[src/rtl/sipo_frame_pkg.sv]
// ---------------------------------------------------------------------------
// sipo_frame_pkg
// Shared definitions for the serial-in / parallel-out framer.
//   state_t        : framer FSM state encoding (IDLE, DATA, STOP)
//   DEFAULT_WIDTH  : default number of data bits per frame
//   cnt_width()    : bit counter width able to hold the values 0..width
// ---------------------------------------------------------------------------
package sipo_frame_pkg;

  typedef enum logic [1:0] {
    IDLE = 2'd0,
    DATA = 2'd1,
    STOP = 2'd2
  } state_t;

  localparam int DEFAULT_WIDTH = 8;

  // The counter must be able to reach 'width' itself, so it never wraps
  // before the frame reaches its stop bit.
  function automatic int cnt_width(input int width);
    return $clog2(width + 1);
  endfunction

endpackage

[src/rtl/shift_reg_en.sv]
// ---------------------------------------------------------------------------
// shift_reg_en
// WIDTH-bit shift register with shift enable, filled LSB-first: after WIDTH
// enabled shifts, the first bit shifted in sits in q[0].
// Ports:
//   clk  : clock, rising edge
//   rst  : synchronous active-high reset, clears q
//   en   : shift enable
//   din  : serial input bit
//   q    : parallel register contents
// ---------------------------------------------------------------------------
module shift_reg_en #(
  parameter int WIDTH = 8
) (
  input  logic             clk,
  input  logic             rst,
  input  logic             en,
  input  logic             din,
  output logic [WIDTH-1:0] q
);

  // New bits enter at the MSB and move toward bit 0, so the oldest bit
  // ends up at the LSB once a full word has been shifted in.
  always_ff @(posedge clk) begin
    if (rst) begin
      q <= '0;
    end else if (en) begin
      q <= {din, q[WIDTH-1:1]};
    end
  end

endmodule

[src/rtl/sipo_frame.sv]
// ---------------------------------------------------------------------------
// sipo_frame
// Serial framer: waits for a 0 start bit, collects WIDTH data bits LSB-first,
// then checks a 1 stop bit. Good words are published on dout with a one-cycle
// valid pulse; a bad stop bit produces a one-cycle frame_err pulse instead.
// Only cycles with en=1 consume din.
// Ports:
//   clk       : clock, rising edge
//   rst       : synchronous active-high reset
//   din       : serial data bit (already registered upstream)
//   en        : sample strobe
//   dout      : last correctly framed word, bit 0 = first data bit
//   valid     : one-cycle pulse, dout just updated
//   frame_err : one-cycle pulse, stop bit was 0 and the word was dropped
//   busy      : high while a frame is in progress
// ---------------------------------------------------------------------------
module sipo_frame
  import sipo_frame_pkg::*;
#(
  parameter int WIDTH = DEFAULT_WIDTH
) (
  input  logic             clk,
  input  logic             rst,
  input  logic             din,
  input  logic             en,
  output logic [WIDTH-1:0] dout,
  output logic             valid,
  output logic             frame_err,
  output logic             busy
);

  localparam int              CW   = cnt_width(WIDTH);
  localparam logic [CW-1:0]   LAST = CW'(WIDTH - 1);

  state_t           state;
  logic [CW-1:0]    cnt;
  logic [WIDTH-1:0] shift_q;
  logic             shift_en;

  // Data bits are only captured while collecting the word, never on the
  // start or stop bit.
  assign shift_en = en && (state == DATA);

  shift_reg_en #(
    .WIDTH(WIDTH)
  ) u_shift (
    .clk (clk),
    .rst (rst),
    .en  (shift_en),
    .din (din),
    .q   (shift_q)
  );

  // Framer FSM with its counter and registered outputs. The pulses default
  // to 0 every cycle so they can never last longer than one clock, and all
  // state is frozen on cycles where en is low.
  always_ff @(posedge clk) begin
    if (rst) begin
      state     <= IDLE;
      cnt       <= '0;
      dout      <= '0;
      valid     <= 1'b0;
      frame_err <= 1'b0;
      busy      <= 1'b0;
    end else begin
      valid     <= 1'b0;
      frame_err <= 1'b0;
      if (en) begin
        case (state)
          IDLE: begin
            if (!din) begin
              state <= DATA;
              cnt   <= '0;
              busy  <= 1'b1;
            end
          end
          DATA: begin
            cnt <= cnt + CW'(1);
            if (cnt == LAST) begin
              state <= STOP;
            end
          end
          STOP: begin
            // A 0 stop bit is not reused as the next start bit.
            if (din) begin
              dout  <= shift_q;
              valid <= 1'b1;
            end else begin
              frame_err <= 1'b1;
            end
            state <= IDLE;
            busy  <= 1'b0;
          end
          default: begin
            state <= IDLE;
            busy  <= 1'b0;
          end
        endcase
      end
    end
  end

endmodule

[config.mk]
export PLATFORM = sky130hd
export DESIGN_NAME = sipo_frame
export DESIGN_NICKNAME = d
export VERILOG_FILES = /design/src/rtl/sipo_frame_pkg.sv /design/src/rtl/shift_reg_en.sv /design/src/rtl/sipo_frame.sv
export SDC_FILE = /design/constraint.sdc
export NUM_CORES = 1
export LEC_CHECK = 0
export CAP_MARGIN = 20
export CORE_MARGIN = 3
export CORE_UTILIZATION = 47
export DETAILED_ROUTE_END_ITERATION = 16
export PLACE_DENSITY = 0.71
export SYNTH_ARGS = -nofsm -noshare
export SYNTH_HDL_FRONTEND = slang
export SYNTH_SLANG_ARGS = --single-unit
[constraint.sdc]
create_clock -name clk -period 1.54 [get_ports clk]
set_clock_uncertainty 0.1 [all_clocks]
set_input_delay 0.231 -clock clk [delete_from_list [all_inputs] [get_ports clk]]
set_output_delay 0.231 -clock clk [all_outputs]
set_load 0.01 [all_outputs]
==> impl_metrics.yaml, run 1 <==
status:
  outcome: "completed"
power:
  total_power_mw: 1.02
  peakVddDrop_v: 0.000496
  p_leak_nw: 0.579
  powerDensity_nw_per_um2: 826
route:
  first_pass_iters: 4
  vias: 781
  routed_via_density: 5.10
  drc: 0
  post_drt_wl_per_cell_um: 12.0
  routed_wl_um: 1840
  ant_nets: 0
  drt_iter0_markers: 9
worst_setup_path:
  critPathMaxFanout: 1
  r2r_slack_ns: 0.12
  max_stage_delay_ns: 0.52
  timing.rr.end: "cnt[3]$_SDFFE_PP0P_"
  crit_buf_inv: 1
  critPathLaunchType: "register"
  crit_slowest_cell: "clkdlybuf4s50_1"
  rr_startpoint: "state[1]$_SDFFE_PP0P_"
  worstSetupPathType: "reg -> out"
  endpoint: "valid"
  critPathLaunch: "valid$_SDFF_PP0_"
  crit_chain: "clkdlybuf4s50_1"
  crit_family: "buffers and inverters"
  cp_num_cells: 1
  rr_worst_depth: 3
  worstPathRequired_ns: 1.21
  cp.arrival_ns: 1.16
  endpoint_kind: "primary output"
yosys:
  synth.avg_cell_area_um2: 9.17
  synth_area_um2: 981
  postSynthCellCount: 107
  synthesis.nets: 112
  ys.flop_type: "dfxtp_1"
  synth_seq_area_share_pct: 51.0
  synth_cell_types: 26
  synth_edf_count: 0
  async_flop_share_pct: 0
  yosys_warnings: 0
  ys_ff_latch: 25
global_routing:
  grt_usage_pct: 15.5
  grt_pass1_wl_um: 3100
  grt_pass1_vias: 746
  grt_max_degree: 16
  gr-total-overflow: 0
  antenna_found_initial: 0
timing:
  hold_viol_final: 0
  period_needed_ns: 1.49
  rsz0062_at_grt: "false"
  fmax_mhz: 671
  setup_ws_ns: 0.0499
  timing.hold.ws_ns: 0.360
  finalSetupViolations: 0
  finalCritPeriodShare_pct: 96.8
  slew_headroom_pct: 81.8
  drv_slew: 0
  tightestPinTransition_ns: 0.272
placed_design:
  hpwl_um: 1330
  place_area_um2: 1190
  place_ws_ns: -0.187
  port-buffer-count: 14
  place_congestion: 0.752
clock_network:
  numCtsBuffers: 3
  worstSkewPairLatency_ns: 0.31
  cts_root_buf: "clkbuf_4"
  cts_tree: "yes"
  cts.sinks: 25
  cts_buffer_depth: 2
  cts_hold_buf: 0
  htreeDepth: 1
  clkSlewWorstSetupHoldPaths_ns: 0.13
cells_and_area:
  area_growth_pct: 25.8
  fin_area_um2: 1230
  drive_gt1_share_pct: 13.3
  utilization_pct: 67.1
  antenna_cells: 0
  fin_nets: 134
floorplanning:
  rows: 15
  start_util_pct: 53.3
  die_h_um: 51.7
  design.die.area_um2: 2670
  chipWidth_um: 51.7
  pin_count: 15
  core_um2: 1840
flow_run:
  cap_violations: 0
hold_path:
  hold_path_class: "reg -> reg"
==> layer usage <==
metal | vias to the layer above | global-route usage, % | share of wire [%]
met5 | - | 0 | 0
met4 | 0 | 7.86 | 1.3
met3 | 2 | 2.58 | 3.0
met2 | 10 | 25.6 | 47
met1 | 360 | 19.2 | 49
li1 | 409 | - | -
==> how the worst min path moves through the flow <==
stage	cells past startpoint	start	slack (ns)	end
3_5_place_dp	2	dout[2]$_SDFFE_PP0P_	0.35	dout[2]$_SDFFE_PP0P_
3_3_place_gp	2	dout[6]$_SDFFE_PP0P_	0.34	dout[6]$_SDFFE_PP0P_
6_report	2	dout[3]$_SDFFE_PP0P_	0.36	dout[3]$_SDFFE_PP0P_
2_1_floorplan	1	din	0.21	frame_err$_SDFF_PP0_
5_1_grt	2	dout[4]$_SDFFE_PP0P_	0.39	dout[4]$_SDFFE_PP0P_
4_1_cts	2	dout[2]$_SDFFE_PP0P_	0.36	dout[2]$_SDFFE_PP0P_
==> layout make-up <==
type | count | area (µm²)
clock buffer | 3 | 22.5
clock inverter | 1 | 5.00
fill | 164 | 606
multi-input combinational | 74 | 438
sequential | 25 | 500
tap | 25 | 31.3
timing repair buffer | 25 | 236
==> kinds of logic after synthesis <==
| group | share of synthesized area, % |
|---|---|
| and+or+nand+nor | 22.7 |
| adders and majority gates | 1.28 |
| DFF | 51.0 |
| AOI/OAI and AO/OA | 12.5 |
| muxes | 8.16 |
| buffers and inverters | 4.34 |
==> synth_stat cells, types with 2 or more instances <==
cell type	n	area share [%]
nand2_1	18	6.9
nor2_1	12	4.6
clkbuf_1	5	1.9
and4b_1	2	2.0
a21oi_1	13	6.6
o21ai_0	3	1.5
nand3_1	2	1.0
mux2i_1	8	8.2
nand2b_1	3	1.9
dfxtp_1	25	51
==> report_power, final <==
group	internal [mW]	switching, mW
sequential	0.653	0.00601
clock	0.0969	0.187
combinational	0.0400	0.0364
total	0.790	0.229
==> state kept, by name (all words and copies together), names as in the netlist <==
register	cells
u_shift.q	8
dout	8
frame_err	1
state	2
busy	1
valid	1
cnt	4
==> what timing repair did <==
action / CTS / global route
gates resized for setup: 3 / 7
pin swaps: 0 / 0
endpoints found under the setup margin: 3 / 7
setup buffers: 0 / 0
==> cells in the final DEF, fill, tap and decap left out, types with 2 or more instances in the layout <==
cell type	instances
a21oi_1	13
and4b_1	2
buf_4	11
clkbuf_4	3
clkdlybuf4s50_1	4
dfxtp_1	25
dlygate4sd2_1	3
dlymetal6s2s_1	7
mux2i_1	8
nand2_1	18
nand2b_1	3
nand3_1	2
nor2_1	12
o21ai_0	3
==> per-stage QoR <==
step | cells | TNS (ns)
finish | 153 | 0
global route | 153 | 0
CTS | 153 | 0
detailed placement | 149 | -2.31
global placement | 149 | -1.81
floorplan | 107 | 0
(Power assumes the default switching activity.)
==> run 2: changes to the inputs <==
- HOLD_SLACK_MARGIN: default -> 0.06
- SETUP_SLACK_MARGIN: default -> 0.05
- SKIP_CTS_REPAIR_TIMING: default -> 1
==> impl_metrics.yaml, run 2 (synthesized netlist as in run 1, its figures left out) <==
route:
  first_pass_iters: 4
  routed_via_density: 5.08
  ant_nets: 0
  met2_length_um: 861
  drt_iter0_markers: 9
  wl_met1_um: 909
  routed_wl_um: 1840
  top_layer: "met4"
  vias: 778
  post_drt_wl_per_cell_um: 12.0
  wl_met3_um: 48
  drc: 0
cells_and_area:
  nFillCells: 161
  fin_area_um2: 1250
  seqCellArea_um2: 500
  stdcell_count: 153
  antenna_cells: 0
  multiInputGateArea_um2: 438
  reg_top3: "dout (8), u_shift.q (8), cnt (4)"
  utilization_pct: 67.8
  final_cell_mix: "25 x dfxtp_1, 18 x nand2_1, 13 x a21oi_1"
  drive_gt1_share_pct: 13.3
  layout_commonest_cell: "dfxtp_1"
  area_growth_pct: 27.2
  fin_nets: 134
power:
  powerDensity_nw_per_um2: 817
  p_leak_nw: 0.637
  total_power_mw: 1.02
  peakVddDrop_v: 0.000496
floorplanning:
  rows: 15
  pin_count: 15
  start_util_pct: 53.3
  chipWidth_um: 51.7
  design.die.area_um2: 2670
  die_h_um: 51.7
  core_um2: 1840
clock_network:
  clkSlewWorstSetupHoldPaths_ns: 0.13
  cts_buffer_depth: 2
  worstSkewPairLatency_ns: 0.31
  cts.sinks: 25
  cts_tree: "yes"
  cts_root_buf: "clkbuf_4"
  htreeDepth: 1
  numCtsBuffers: 3
global_routing:
  antenna_found_initial: 0
  grt_pass1_vias: 746
  grt_usage_pct: 15.5
  grt_max_degree: 16
  grt_pass1_wl_um: 3100
  gr-total-overflow: 0
worst_setup_path:
  critPathMaxFanout: 9
  critPathLaunchType: "register"
  worstSetupPathType: "reg -> reg"
  cp.arrival_ns: 1.57
  worstPathRequired_ns: 1.69
  endpoint_kind: "register"
timing:
  hold_viol_final: 0
  fmax_mhz: 703
  finalSetupViolations: 0
  tightestPinTransition_ns: 0.272
  slew_headroom_pct: 81.8
  rsz0062_at_grt: "false"
  finalCritPeriodShare_pct: 92.4
  drv_slew: 0
  period_needed_ns: 1.42
hold_path:
  hold_path_class: "reg -> reg"
placed_design:
  place_congestion: 0.752
  port-buffer-count: 14
  placed_cells: 149
  hpwl_um: 1330
  place_area_um2: 1190
flow_run:
  cap_violations: 0
status:
  outcome: "completed"
run 2: final timing paths:
path                    startpoint              endpoint  slack, ns  depth (start not counted)
max          state[1]$_SDFFE_PP0P_   cnt[3]$_SDFFE_PP0P_       0.12                          3
max reg2reg  state[1]$_SDFFE_PP0P_   cnt[3]$_SDFFE_PP0P_       0.12                          3
min reg2reg   dout[3]$_SDFFE_PP0P_  dout[3]$_SDFFE_PP0P_       0.36                          2
min           dout[3]$_SDFFE_PP0P_  dout[3]$_SDFFE_PP0P_       0.36                          2
run 2: per-stage QoR:
stage               hold slack (ns)  setup slack [ns]  setup TNS (ns)
finish                        0.359             0.117               0
global route                  0.394            0.0723               0
floorplan                     0.206             0.184               0
detailed placement            0.346            -0.187           -2.31
global placement              0.342            -0.134           -1.81
CTS                           0.364           -0.0141         -0.0298
run 2: report_power, final:
group	total [mW]	leakage, nW	switching [mW]	internal [mW]
logic	0.0772	0.418	0.0364	0.0408
clock network	0.283	0.0177	0.186	0.0969
registers	0.659	0.202	0.00601	0.653
total	1.02	0.637	0.229	0.791
run 2: layer usage:
| metal | track usage, % | vias up |
|---|---|---|
| met2 | 25.6 | 8 |
| met1 | 19.2 | 359 |
| li1 | - | 409 |
| met4 | 7.86 | 0 |
| met3 | 2.58 | 2 |
| met5 | 0 | - |
run 2: critical path, cell delays in order (launching register included):
cell,delay (ns)
dfxtp_1,0.41
nand2b_4,0.18
or4b_1,0.50
a31oi_1,0.18
run 2: cell type report:
| type | count | share of cell area [%] |
|---|---|---|
| Sequential cell | 25 | 40.1 |
| Multi-Input combinational cell | 74 | 35.1 |
| Timing Repair Buffer | 25 | 20.1 |
| Tap cell | 25 | 2.51 |
| Clock buffer | 3 | 1.81 |
| Clock inverter | 1 | 0.401 |
==> run 3: changes to the inputs <==
- CORE_UTILIZATION: 47 -> 46
- PLACE_DENSITY: 0.71 -> 0.72
- clock period: 1.54 -> 1.2 ns (I/O delays scaled with it)
==> impl_metrics.yaml, run 3 (synthesized netlist as in run 1, its figures left out) <==
clock_network:
  clkSlewWorstSetupHoldPaths_ns: 0.14
  cts_tree: "yes"
  cts_buffer_depth: 2
  cts_root_buf: "clkbuf_4"
  htreeDepth: 1
  numCtsBuffers: 3
  cts.sinks: 25
  worstSkewPairLatency_ns: 0.32
route:
  routed_wl_um: 2560
  vias: 876
  first_pass_iters: 4
  drt_iter0_markers: 15
  ant_nets: 0
  post_drt_wl_per_cell_um: 15.4
  drc: 0
  routed_via_density: 5.28
placed_design:
  place_congestion: 0.774
  hpwl_um: 1380
  place_ws_ns: -0.546
  port-buffer-count: 14
floorplanning:
  chipWidth_um: 52.2
  core_um2: 1980
  die_h_um: 52.2
  pin_count: 15
  start_util_pct: 49.5
  design.die.area_um2: 2720
  rows: 16
timing:
  drv_slew: 0
  hold_viol_final: 0
  period_needed_ns: 1.34
  fin_tns_setup_ns: -1.00
  setup_ws_ns: -0.137
  finalSetupViolations: 20
  rsz0062_at_grt: "true"
  finalCritPeriodShare_pct: 111
  slew_headroom_pct: 75.8
  tightestPinTransition_ns: 0.363
  fmax_mhz: 748
cells_and_area:
  final_cell_mix: "16 x dfxtp_1, 15 x buf_4, 12 x nor2_1"
  antenna_cells: 0
  reg_top3: "dout (8), u_shift.q (8), cnt (4)"
  area_growth_pct: 50.6
  drive_gt1_share_pct: 51.1
  layout_commonest_cell: "dfxtp_1"
  fin_nets: 145
hold_path:
  whs_endpoint: "busy$_SDFFE_PP0P_"
  min_from: "en"
  hold_depth: 2
  hold_path_class: "in -> reg"
global_routing:
  grt_max_degree: 16
  grt_pass1_wl_um: 3370
  grt_pass1_vias: 778
  antenna_found_initial: 0
  grt_usage_pct: 16.5
  gr-total-overflow: 0
worst_setup_path:
  cp.arrival_ns: 1.49
  r2r_slack_ns: -0.14
  critPathMaxFanout: 5
  rr_worst_depth: 3
  critPathLaunchType: "register"
  worstSetupPathType: "reg -> reg"
  endpoint_kind: "register"
  timing.rr.end: "cnt[3]$_SDFFE_PP0P_"
  worstPathRequired_ns: 1.36
  rr_startpoint: "state[1]$_SDFFE_PP0P_"
power:
  peakVddDrop_v: 0.000830
  p_leak_nw: 0.629
  total_power_mw: 1.38
  powerDensity_nw_per_um2: 933
status:
  violations: "negative setup slack"
  outcome: "finished with violations"
flow_run:
  cap_violations: 0
run 3: changes by cell type in the layout (fill, tap and decap cells not counted), sizes merged:
cell           delta
clkdlybuf4s50     -2
dlymetal6s2s      -5
buf              +10
clkinvlp          +1
clkinv            -1
clkbuf            +8
run 3: per-stage QoR:
step | hold WS [ns] | area [µm²] | cells | util, %
after floorplan | 0.155 | 990 | 107 | -
after global placement | 0.344 | 1270 | 157 | 64.0
after detailed placement | 0.341 | 1270 | 157 | 64.0
after CTS | 0.363 | 1300 | 161 | 65.5
after global routing | 0.163 | 1480 | 166 | 74.6
final | 0.158 | 1480 | 166 | 74.6
run 3: layout make-up:
class	count	area [µm²]
Clock buffer	3	22.5
Fill cell	128	504
Sequential cell	25	517
Clock inverter	1	7.51
Multi-Input combinational cell	74	554
Tap cell	27	33.8
Timing Repair Buffer	36	343
run 3: metal layers:
| layer | GRT usage [%] | wire length, µm | vias to the layer above |
|---|---|---|---|
| met1 | 20.9 | 1130 | 422 |
| met3 | 3.70 | 105 | 2 |
| met2 | 27.2 | 1320 | 21 |
| li1 | - | - | 431 |
| met5 | 0 | 0 | - |
| met4 | 6.38 | 7 | 0 |
run 3: worst max-delay path: stages (launching register included):
cell and delay [ns]:
dfxtp_4 0.38, nand2b_4 0.13, or4b_1 0.49, a31oi_1 0.17
run 3: worst max-delay path by stage:
stage	cells past startpoint	startpoint	to	slack, ns
after CTS	1	dout[2]$_SDFFE_PP0P_	dout[2]	-0.35
after global placement	5	en	dout[5]$_SDFFE_PP0P_	-0.49
final	3	state[1]$_SDFFE_PP0P_	cnt[3]$_SDFFE_PP0P_	-0.14
after floorplan	4	state[1]$_SDFFE_PP0P_	cnt[3]$_SDFFE_PP0P_	-0.12
after global routing	3	state[1]$_SDFFE_PP0P_	cnt[3]$_SDFFE_PP0P_	-0.18
after detailed placement	5	en	dout[6]$_SDFFE_PP0P_	-0.55
run 3: power breakdown:
part	leakage [nW]	switching [mW]	internal [mW]
registers	0.207	0.00987	0.835
clock network	0.0139	0.257	0.127
logic	0.408	0.0673	0.0817
total	0.629	0.334	1.04
